==> config.mk <==
export PLATFORM = sky130hd
export DESIGN_NAME = firebird7_in_gate1_tessent_data_mux_ctrl_flat
export DESIGN_NICKNAME = d
export VERILOG_FILES = /design/src/rtl/firebird7_in_gate1_tessent_data_mux_ctrl_if.sv /design/src/rtl/firebird7_in_gate1_tessent_data_mux_ctrl.sv /design/src/flat_wrapper.sv
export SDC_FILE = /design/constraint.sdc
export NUM_CORES = 1
export LEC_CHECK = 0
export BUFFER_PORTS_ARGS = -buffer_cell sky130_fd_sc_hd__buf_2
export CAP_MARGIN = 20
export CORE_MARGIN = 2
export CORE_UTILIZATION = 46
export DETAILED_ROUTE_END_ITERATION = 12
export PLACE_DENSITY = 0.72
export SLEW_MARGIN = 20
export SYNTH_ARGS = -nofsm -noshare
export SYNTH_HDL_FRONTEND = slang
export SYNTH_SLANG_ARGS = --single-unit
==> constraint.sdc <==
create_clock -name ijtag_tck -period 1.5 [get_ports ijtag_tck]
set_input_delay 0.225 -clock ijtag_tck [delete_from_list [all_inputs] [get_ports ijtag_tck]]
set_output_delay 0.225 -clock ijtag_tck [all_outputs]
set_load 0.005 [all_outputs]
==> src/rtl/firebird7_in_gate1_tessent_data_mux_ctrl_if.sv <==
// rtl/firebird7_in_gate1_tessent_data_mux_ctrl_if.sv - TDR/functional-side bundle for the IJTAG data-override mux controller
interface firebird7_in_gate1_tessent_data_mux_ctrl_if #(
  parameter int WIDTH = 3
);
  logic             override_req;
  logic [WIDTH-1:0] shadow_data;
  logic             shadow_update;
  logic             func_quiet;
  logic             func_hold;
  logic             ijtag_select;
  logic [WIDTH-1:0] ijtag_data_out;
  logic             override_ack;
  logic             busy;
  logic             timeout_err;

  modport master (
    output override_req, shadow_data, shadow_update, func_quiet,
    input  func_hold, ijtag_select, ijtag_data_out, override_ack, busy, timeout_err
  );

  modport slave (
    input  override_req, shadow_data, shadow_update, func_quiet,
    output func_hold, ijtag_select, ijtag_data_out, override_ack, busy, timeout_err
  );
endinterface

==> src/rtl/firebird7_in_gate1_tessent_data_mux_ctrl.sv <==
// rtl/firebird7_in_gate1_tessent_data_mux_ctrl.sv - IJTAG data-override mux sequencer with quiesce handshake and settle guards
// Optional quiesce timeout: DATA_MUX_CTRL_QUIET_TIMEOUT_EN.
module firebird7_in_gate1_tessent_data_mux_ctrl #(
  parameter int WIDTH          = 3,
  parameter int SETTLE_CYCLES  = 4,
  parameter int TIMEOUT_CYCLES = 64
) (
  input  logic ijtag_tck,
  input  logic ijtag_reset,
  firebird7_in_gate1_tessent_data_mux_ctrl_if.slave bus
);

  localparam int MAXC = (SETTLE_CYCLES > TIMEOUT_CYCLES) ? SETTLE_CYCLES : TIMEOUT_CYCLES;
  localparam int CW   = $clog2(MAXC + 1);

  typedef enum logic [2:0] {
    IDLE, WAIT_QUIET, SETTLE_IN, ACTIVE, SETTLE_OUT
  } state_t;

  state_t           state_q, state_d;
  logic [CW-1:0]    cnt_q, cnt_d;
  logic             err_q, err_d;
  logic             hold_q, hold_d;
  logic             sel_q, sel_d;
  logic             busy_q, busy_d;
  logic [WIDTH-1:0] shadow_q, shadow_d;

  always_comb begin
    state_d  = state_q;
    cnt_d    = cnt_q;
    err_d    = err_q;
    shadow_d = bus.shadow_update ? bus.shadow_data : shadow_q;

    if (err_q && !bus.override_req) err_d = 1'b0;

    case (state_q)
      IDLE: begin
        if (bus.override_req && !err_q) begin
          state_d = WAIT_QUIET;
`ifdef DATA_MUX_CTRL_QUIET_TIMEOUT_EN
          cnt_d   = CW'(TIMEOUT_CYCLES - 1);
`endif
        end
      end
      WAIT_QUIET: begin
        // Abort outranks func_quiet, which in turn outranks an expiring timeout.
        if (!bus.override_req) begin
          state_d = IDLE;
        end else if (bus.func_quiet) begin
          state_d = SETTLE_IN;
          cnt_d   = CW'(SETTLE_CYCLES - 1);
        end
`ifdef DATA_MUX_CTRL_QUIET_TIMEOUT_EN
        else if (cnt_q == '0) begin
          state_d = IDLE;
          err_d   = 1'b1;
        end else begin
          cnt_d = cnt_q - CW'(1);
        end
`endif
      end
      SETTLE_IN: begin
        if (!bus.override_req) begin
          state_d = SETTLE_OUT;
          cnt_d   = CW'(SETTLE_CYCLES - 1);
        end else if (cnt_q == '0) begin
          state_d = ACTIVE;
        end else begin
          cnt_d = cnt_q - CW'(1);
        end
      end
      ACTIVE: begin
        if (!bus.override_req) begin
          state_d = SETTLE_OUT;
          cnt_d   = CW'(SETTLE_CYCLES - 1);
        end
      end
      SETTLE_OUT: begin
        if (cnt_q == '0) state_d = IDLE;
        else             cnt_d   = cnt_q - CW'(1);
      end
      default: state_d = IDLE;
    endcase

`ifndef DATA_MUX_CTRL_QUIET_TIMEOUT_EN
    err_d = 1'b0;
`endif

    // Outputs are decoded from the next state so they change on the transition edge.
    hold_d = (state_d != IDLE);
    busy_d = (state_d != IDLE);
    sel_d  = (state_d == ACTIVE);
  end

  always_ff @(posedge ijtag_tck) begin
    if (ijtag_reset) begin
      state_q  <= IDLE;
      cnt_q    <= '0;
      err_q    <= 1'b0;
      hold_q   <= 1'b0;
      sel_q    <= 1'b0;
      busy_q   <= 1'b0;
      shadow_q <= '0;
    end else begin
      state_q  <= state_d;
      cnt_q    <= cnt_d;
      err_q    <= err_d;
      hold_q   <= hold_d;
      sel_q    <= sel_d;
      busy_q   <= busy_d;
      shadow_q <= shadow_d;
    end
  end

  assign bus.func_hold      = hold_q;
  assign bus.ijtag_select   = sel_q;
  assign bus.override_ack   = sel_q;
  assign bus.busy           = busy_q;
  assign bus.ijtag_data_out = shadow_q;
`ifdef DATA_MUX_CTRL_QUIET_TIMEOUT_EN
  assign bus.timeout_err    = err_q;
`else
  assign bus.timeout_err    = 1'b0;
`endif

endmodule

==> src/flat_wrapper.sv <==
// flat-port wrapper written by rule: the top's interface ports become plain ports
module firebird7_in_gate1_tessent_data_mux_ctrl_flat 
#(
  parameter int WIDTH          = 3,
  parameter int SETTLE_CYCLES  = 4,
  parameter int TIMEOUT_CYCLES = 64
)
  (ijtag_tck, ijtag_reset, bus_override_req, bus_shadow_data, bus_shadow_update, bus_func_quiet, bus_func_hold, bus_ijtag_select, bus_ijtag_data_out, bus_override_ack, bus_busy, bus_timeout_err);
  firebird7_in_gate1_tessent_data_mux_ctrl_if #(.WIDTH(WIDTH)) bus_i ();
  input  logic ijtag_tck;
  input  logic ijtag_reset;
  input wire logic [$bits(bus_i.override_req)-1:0] bus_override_req;
  input wire logic [$bits(bus_i.shadow_data)-1:0] bus_shadow_data;
  input wire logic [$bits(bus_i.shadow_update)-1:0] bus_shadow_update;
  input wire logic [$bits(bus_i.func_quiet)-1:0] bus_func_quiet;
  output wire logic [$bits(bus_i.func_hold)-1:0] bus_func_hold;
  output wire logic [$bits(bus_i.ijtag_select)-1:0] bus_ijtag_select;
  output wire logic [$bits(bus_i.ijtag_data_out)-1:0] bus_ijtag_data_out;
  output wire logic [$bits(bus_i.override_ack)-1:0] bus_override_ack;
  output wire logic [$bits(bus_i.busy)-1:0] bus_busy;
  output wire logic [$bits(bus_i.timeout_err)-1:0] bus_timeout_err;
  assign bus_i.override_req = bus_override_req;
  assign bus_i.shadow_data = bus_shadow_data;
  assign bus_i.shadow_update = bus_shadow_update;
  assign bus_i.func_quiet = bus_func_quiet;
  assign bus_func_hold = bus_i.func_hold;
  assign bus_ijtag_select = bus_i.ijtag_select;
  assign bus_ijtag_data_out = bus_i.ijtag_data_out;
  assign bus_override_ack = bus_i.override_ack;
  assign bus_busy = bus_i.busy;
  assign bus_timeout_err = bus_i.timeout_err;
  firebird7_in_gate1_tessent_data_mux_ctrl #(.WIDTH(WIDTH), .SETTLE_CYCLES(SETTLE_CYCLES), .TIMEOUT_CYCLES(TIMEOUT_CYCLES)) u_core (.ijtag_tck(ijtag_tck), .ijtag_reset(ijtag_reset), .bus(bus_i));
endmodule
==> results of run 1 <==
-- timing repair --
action                     4_1_cts  5_1_grt
setup endpoints to repair        8       11
resized for setup                6        8
buffers inserted                 1        2
pin swaps                        4        2
-- worst reg2reg max path, cell delays in order (launching register included) --
cell      delay [ns]
dfxtp_2         0.35
buf_4           0.14
nand2b_1        0.18
a21oi_1         0.21
nor2b_2         0.27
o21bai_4        0.08
buf_4           0.15
nor2_1          0.13
-- flip-flops by register name, summed over array words and instances, names as in the netlist --
signal	count
u_core.cnt_q	7
u_core.bus.ijtag_select	1
u_core.bus.busy	1
u_core.bus.ijtag_data_out	3
u_core.state_q	3
-- Yosys cell counts --
cell type   n  share of area
or3_4       1          0.015
ha_1        2          0.034
or3b_2      1          0.012
nand3b_1    1          0.010
o21ba_1     1          0.014
o21bai_4    1          0.025
inv_1       2          0.010
a211oi_1    1          0.010
o21a_1      2          0.020
dfxtp_1    15           0.41
o21ai_1     1         0.0068
o211ai_1    1          0.010
xor2_1      4          0.047
nor3_1      2          0.014
o31a_1      1          0.012
nand4b_1    1          0.012
o21ai_0     2          0.014
a21bo_1     1          0.014
nor2_1     15          0.076
buf_4       3          0.030
mux2i_1     3          0.041
nor4b_4     1          0.032
o21bai_1    1          0.010
nor3b_1     1          0.010
nor2b_2     1          0.012
or3_1       1         0.0085
nand2b_1    1         0.0085
buf_2       1         0.0068
conb_1      1         0.0051
clkbuf_1    2          0.010
a21oi_1     8          0.054
nand2_1     2          0.010
-- per-layer routing --
layer,up-vias,GRT usage,share of wire
met4,0,0.0909,0.022
met5,-,0,0
met2,29,0.288,0.47
met1,296,0.230,0.45
met3,6,0.0490,0.057
li1,328,-,-
-- final timing paths --
check,endpoint,start,depth (start not counted)
max reg2reg,u_core.cnt_q[6],u_core.state_q[1],7
max,u_core.cnt_q[6],u_core.state_q[1],7
min,u_core.bus.ijtag_data_out[0],bus_shadow_data[0],3
min reg2reg,u_core.bus.ijtag_data_out[0],u_core.bus.ijtag_data_out[0],2
-- report_power, final --
group	switching (uW)	total (uW)	internal, uW
clock	144	244	99.2
combinational	98.0	207	109
sequential	14.8	435	420
total	257	886	629
-- metrics by stage --
step / power [uW] / setup slack [ns] / TNS (ns) / utilization / hold slack, ns
2_1_floorplan: 552 / -0.0618 / -0.0618 / - / 0.370
3_3_place_gp: 618 / -0.0130 / -0.0130 / 0.592 / 0.459
3_5_place_dp: 622 / -0.0436 / -0.0622 / 0.592 / 0.467
4_1_cts: 871 / -0.0527 / -0.0853 / 0.628 / 0.164
5_1_grt: 932 / -0.142 / -0.750 / 0.654 / 0.160
6_report: 886 / -0.0795 / -0.225 / 0.654 / 0.167
-- kinds of logic after synthesis --
family          share of synthesized area
compound gates                      0.190
xor+xnor                           0.0474
fa+ha+maj                          0.0338
buf+inv                            0.0575
flops                               0.406
mux                                0.0406
other cells                       0.00507
simple gates                        0.220
-- cell type report --
class / count / area share
Multi-Input combinational cell: 58 / 0.441
Sequential cell: 15 / 0.310
Timing Repair Buffer: 30 / 0.193
Clock buffer: 3 / 0.0229
Tap cell: 16 / 0.0203
Inverter: 2 / 0.00762
Clock inverter: 1 / 0.00508
-- cells in the final DEF, fill, tap and decap left out, types with 2 or more instances in the layout --
| cell | instances |
|---|---|
| buf_4 | 16 |
| buf_2 | 14 |
| nor2_1 | 12 |
| dfxtp_1 | 11 |
| a21oi_2 | 4 |
| a21oi_1 | 4 |
| xor2_1 | 4 |
| dfxtp_2 | 4 |
| mux2i_1 | 3 |
| nor2_2 | 3 |
| clkbuf_4 | 3 |
| inv_1 | 2 |
| or3_4 | 2 |
| nand2_1 | 2 |
| o21a_1 | 2 |
| nor3_1 | 2 |
| o21ai_0 | 2 |
| ha_1 | 2 |
==> run metrics, run 1 <==
GRT Total Usage 0.183; VDD IR max 527 uV; crit end category flop; initial antenna violation count 0; flop2flop setup slack -0.08 ns; Final min period between 1.5 and 2 ns; Worst path max stage delay roughly 0.35 ns; crit path DAT between 1.5 and 2 ns; Reg area slightly above 300 sq um; routed vias/inst 5.27; LEAKAGE around 0.00046 uW; syn_nets 91; setup ws final -0.0795 ns; RSZ-0062 raised after global routing yes; DRT Pass-1 Iters 4; Top Ports 16; max-cap viol count 0; CTS Hold Bufs 0; CP most frequent cell buf_4; clock buffer count from CTS 3; dpl hpwl 1.09 mm; PwrDens between 800 and 900 nW/um^2; antenna viol nets, final 0; footprint of the multi-input gates about 430 sq um; status finished, violations left; Hold WC Path Type primary input to flop; Cell Area, Synth ~740 sq um; worst path bufs/invs 2; CP Launch Type flop; final period utilization 1.05; CP max FO 5; Seq cells post-synth 15; Highest Clock Rate between 600 and 700 MHz; Final Hold Fails 0; worst-case clock buffer depth 2; # fillers between 100 and 150; Initial Utilization 0.491; H-tree depth 1; area delta synth->final 33.2%; # setup viols final 7; final clock skew between 0.001 and 0.0015 ns; clock sink total 15; DRT iter0 DRCs 21; first-pass GRT wire length around 2.5 mm; IO Port Bufs 14; Rows 14; YS warnings 0; Slew Limit Fails 0; failing checks setup timing; distinct cell type count after synthesis 32; non-filler cells, final about 130; CTS tree built; drt wl/cell around 13 microns; design area around 980 sq um; Die Span Y about 44 microns; CORE AREA approximately 1500 sq um; Routed WL ~1.6 mm; root buffer cell clkbuf_4; syn_area_per_cell 9.13 sq um; CP Class flop to flop; fin nets 120; grt ovf 0; largest net degree at the start of global routing 10; sequential area share after synthesis 0.406; antenna fix cells 0; CP max-delay cell dfxtp_2; overall die width roughly 44 microns; Worst-Skew Late Latency approximately 0.29 ns; dpl cell area about 890 sq um; Cells after Synth a little over 80; share of cells above drive strength 1 0.486; Critical Path RT 1.72 ns; Clock Pin Slew Worst Setup and Hold Paths about 0.10 ns; vias in the first global route between 500 and 600; CP delay by family, top simple AND/OR/NAND/NOR gates; Vias roughly 660; routability cong. between 0.7 and 0.8; DIE AREA 1940 sq um; Residual DRC 0; placed cell count roughly 120; worst-path cell chain buf_4, nand2b_1, a21oi_1, nor2b_2, o21bai_4, buf_4, nor2_1
No activity file was read; power rests on OpenSTA's default activity.
==> inputs of run 2 (changes only) <==
--- a/config.mk
+++ b/config.mk
@@ -7,11 +7,11 @@
 export LEC_CHECK = 0
 export BUFFER_PORTS_ARGS = -buffer_cell sky130_fd_sc_hd__buf_2
 export CAP_MARGIN = 20
+export CORE_ASPECT_RATIO = 0.7
 export CORE_MARGIN = 2
-export CORE_UTILIZATION = 46
+export CORE_UTILIZATION = 30
 export DETAILED_ROUTE_END_ITERATION = 12
-export PLACE_DENSITY = 0.72
-export SLEW_MARGIN = 20
+export SLEW_MARGIN = 5
 export SYNTH_ARGS = -nofsm -noshare
 export SYNTH_HDL_FRONTEND = slang
 export SYNTH_SLANG_ARGS = --single-unit
==> run 2 against run 1 <==
The run still ends with setup timing left. Critical path type unchanged. Maximum frequency is 1.7% higher. Wire length is 11% lower. Sequential power is essentially flat. Largest power group unchanged.
==> run metrics, run 2 (synthesis gave the netlist of run 1 again) <==
first-pass GRT wire length 2.20 mm (was 2.49 mm); Final min period 1.55 ns (was 1.58 ns); Final Hold Fails 0 (unchanged); CORE AREA 2400 sq um (was 1510 sq um); CTS Hold Bufs 0 (unchanged); Top Ports 16 (unchanged); Slew Limit Fails 0 (unchanged); placed cell count 133 (was 118); crit path DAT 1.74 ns (was 1.80 ns); CP Class flop to flop (unchanged); switching share of power 0.276 (was 0.290); dpl hpwl 1.13 mm (was 1.09 mm); Rows 15 (was 14); Hold WC Path Type primary input to flop (unchanged); fin nets 114 (was 120); largest net degree at the start of global routing 11 (was 10); root buffer cell clkbuf_4 (unchanged); clock sink total 15 (unchanged); routed vias/inst 4.45 (was 5.27); PwrDens 904 nW/um^2 (was 900 nW/um^2); non-filler cells, final 137 (was 125); Reg area 303 sq um (was 305 sq um); number of flip-flops in the largest register 7 (unchanged); Critical Path RT 1.69 ns (was 1.72 ns); footprint of the multi-input gates 422 sq um (was 434 sq um); # Post-CTS Setup Buffers 0 (was 1); crit end category flop (unchanged); final period utilization 1.04 (was 1.05); Die Span Y 45.5 microns (was 44.1 microns); Clock Pin Slew Worst Setup and Hold Paths 0.09 ns (was 0.10 ns); max-cap viol count 0 (unchanged); most frequent cells in the layout nor2_1 (14), buf_2 (14), dfxtp_1 (13) (was buf_4 (16), buf_2 (14), nor2_1 (12)); overall die width 63.3 microns (was 44.1 microns); share of cells above drive strength 1 0.398 (was 0.486); # fillers 270 (was 126); DIE AREA 2880 sq um (was 1940 sq um); Comb power frac 0.220 (was 0.234); Internal 621 uW (was 629 uW); Worst-Skew Late Latency 0.28 ns (was 0.29 ns); IO Port Bufs 14 (unchanged); Residual DRC 0 (unchanged); GRT Total Usage 0.104 (was 0.183); Biggest register u_core.cnt_q (unchanged); vias in the first global route 545 (was 586); CP max FO 5 (unchanged); DRT Pass-1 Iters 4 (unchanged); drt wl/cell 10.6 microns (was 13.1 microns); Highest Clock Rate 644 MHz (was 633 MHz); LEAKAGE 0.000419 uW (was 0.000455 uW); Psw 237 uW (was 257 uW); final clock skew 0.00567 ns (was 0.00121 ns); DRT iter0 DRCs 6 (was 21); Vias 609 (was 659); worst-case clock buffer depth 2 (unchanged); Initial Utilization 0.308 (was 0.491); H-tree depth 1 (unchanged); # setup viols final 4 (was 7); antenna fix cells 0 (unchanged); area delta synth->final 28.4% (was 33.2%); antenna viol nets, final 0 (unchanged); clock buffer count from CTS 3 (unchanged); Flop pwr share 0.508 (was 0.491); setup ws final -0.0538 ns (was -0.0795 ns); status finished, violations left (unchanged); CTS tree built (unchanged); VDD IR max 391 uV (was 527 uV); RSZ-0062 raised after global routing yes (unchanged); Routed WL 1.45 mm (was 1.63 mm); Place WS -0.0447 ns (was -0.0436 ns); routability cong. 0.805 (was 0.780); Clock power frac 0.273 (was 0.275); CP Launch Type flop (unchanged); failing checks setup timing (unchanged); initial antenna violation count 0 (unchanged); grt ovf 0 (unchanged)
==> run 2: path summary, 6_finish.rpt <==
| check | from | end | slack [ns] | cells past startpoint |
|---|---|---|---|---|
| worst min register to register | u_core.bus.ijtag_data_out[2] | u_core.bus.ijtag_data_out[2] | 0.51 | 2 |
| worst max register to register | u_core.cnt_q[2] | u_core.cnt_q[4] | -0.05 | 5 |
| worst max-delay path | u_core.cnt_q[2] | u_core.cnt_q[4] | -0.05 | 5 |
| worst min-delay path | bus_shadow_data[1] | u_core.bus.ijtag_data_out[1] | 0.17 | 3 |
==> run 2: worst max-delay path: stages (launching register included) <==
cell and delay, ns:
dfxtp_2 0.33, or3_4 0.39, nor4b_4 0.30, nor2b_2 0.11
o21bai_4 0.17, o21ba_1 0.16
==> run 2: layer usage <==
metal	track usage	part of all wire	vias up
li1	-	-	317
met1	0.109	0.47	274
met2	0.185	0.46	16
met3	0.0446	0.047	2
met4	0.0522	0.019	0
met5	0	0	-
==> run 2: layout make-up <==
type | count | share of cell area
inverters | 2 | 0.00791
well taps | 34 | 0.0448
multi-input cells | 58 | 0.444
flip-flops and latches | 15 | 0.319
clock inverters | 1 | 0.00791
repair buffers | 24 | 0.153
clock buffers | 3 | 0.0237
==> run 2: power by group through the flow <==
| stage | Clock, uW | Combinational (uW) | Sequential, uW |
|---|---|---|---|
| final | 234 | 189 | 436 |
| after global routing | 273 | 207 | 439 |
| after CTS | 255 | 179 | 435 |
| after detailed placement | 0 | 179 | 444 |
| after global placement | 0 | 177 | 444 |
| after floorplan | 0 | 109 | 443 |
==> run 2: repair_timing <==
item	in CTS	in global routing
pin swaps	1	3
hold endpoints to repair	0	0
endpoints found under the setup margin	6	11
resized for setup	0	8
==> run 2: stage by stage <==
step | area, sq um | hold slack [ns] | total power, uW | utilization | setup TNS (ns)
after floorplan | 739 | 0.370 | 552 | - | -0.0618
after global placement | 892 | 0.460 | 621 | 0.371 | 0
after detailed placement | 892 | 0.478 | 623 | 0.371 | -0.0818
after CTS | 922 | 0.155 | 869 | 0.384 | -0.187
after global routing | 950 | 0.175 | 919 | 0.395 | -0.663
final | 950 | 0.169 | 858 | 0.395 | -0.174
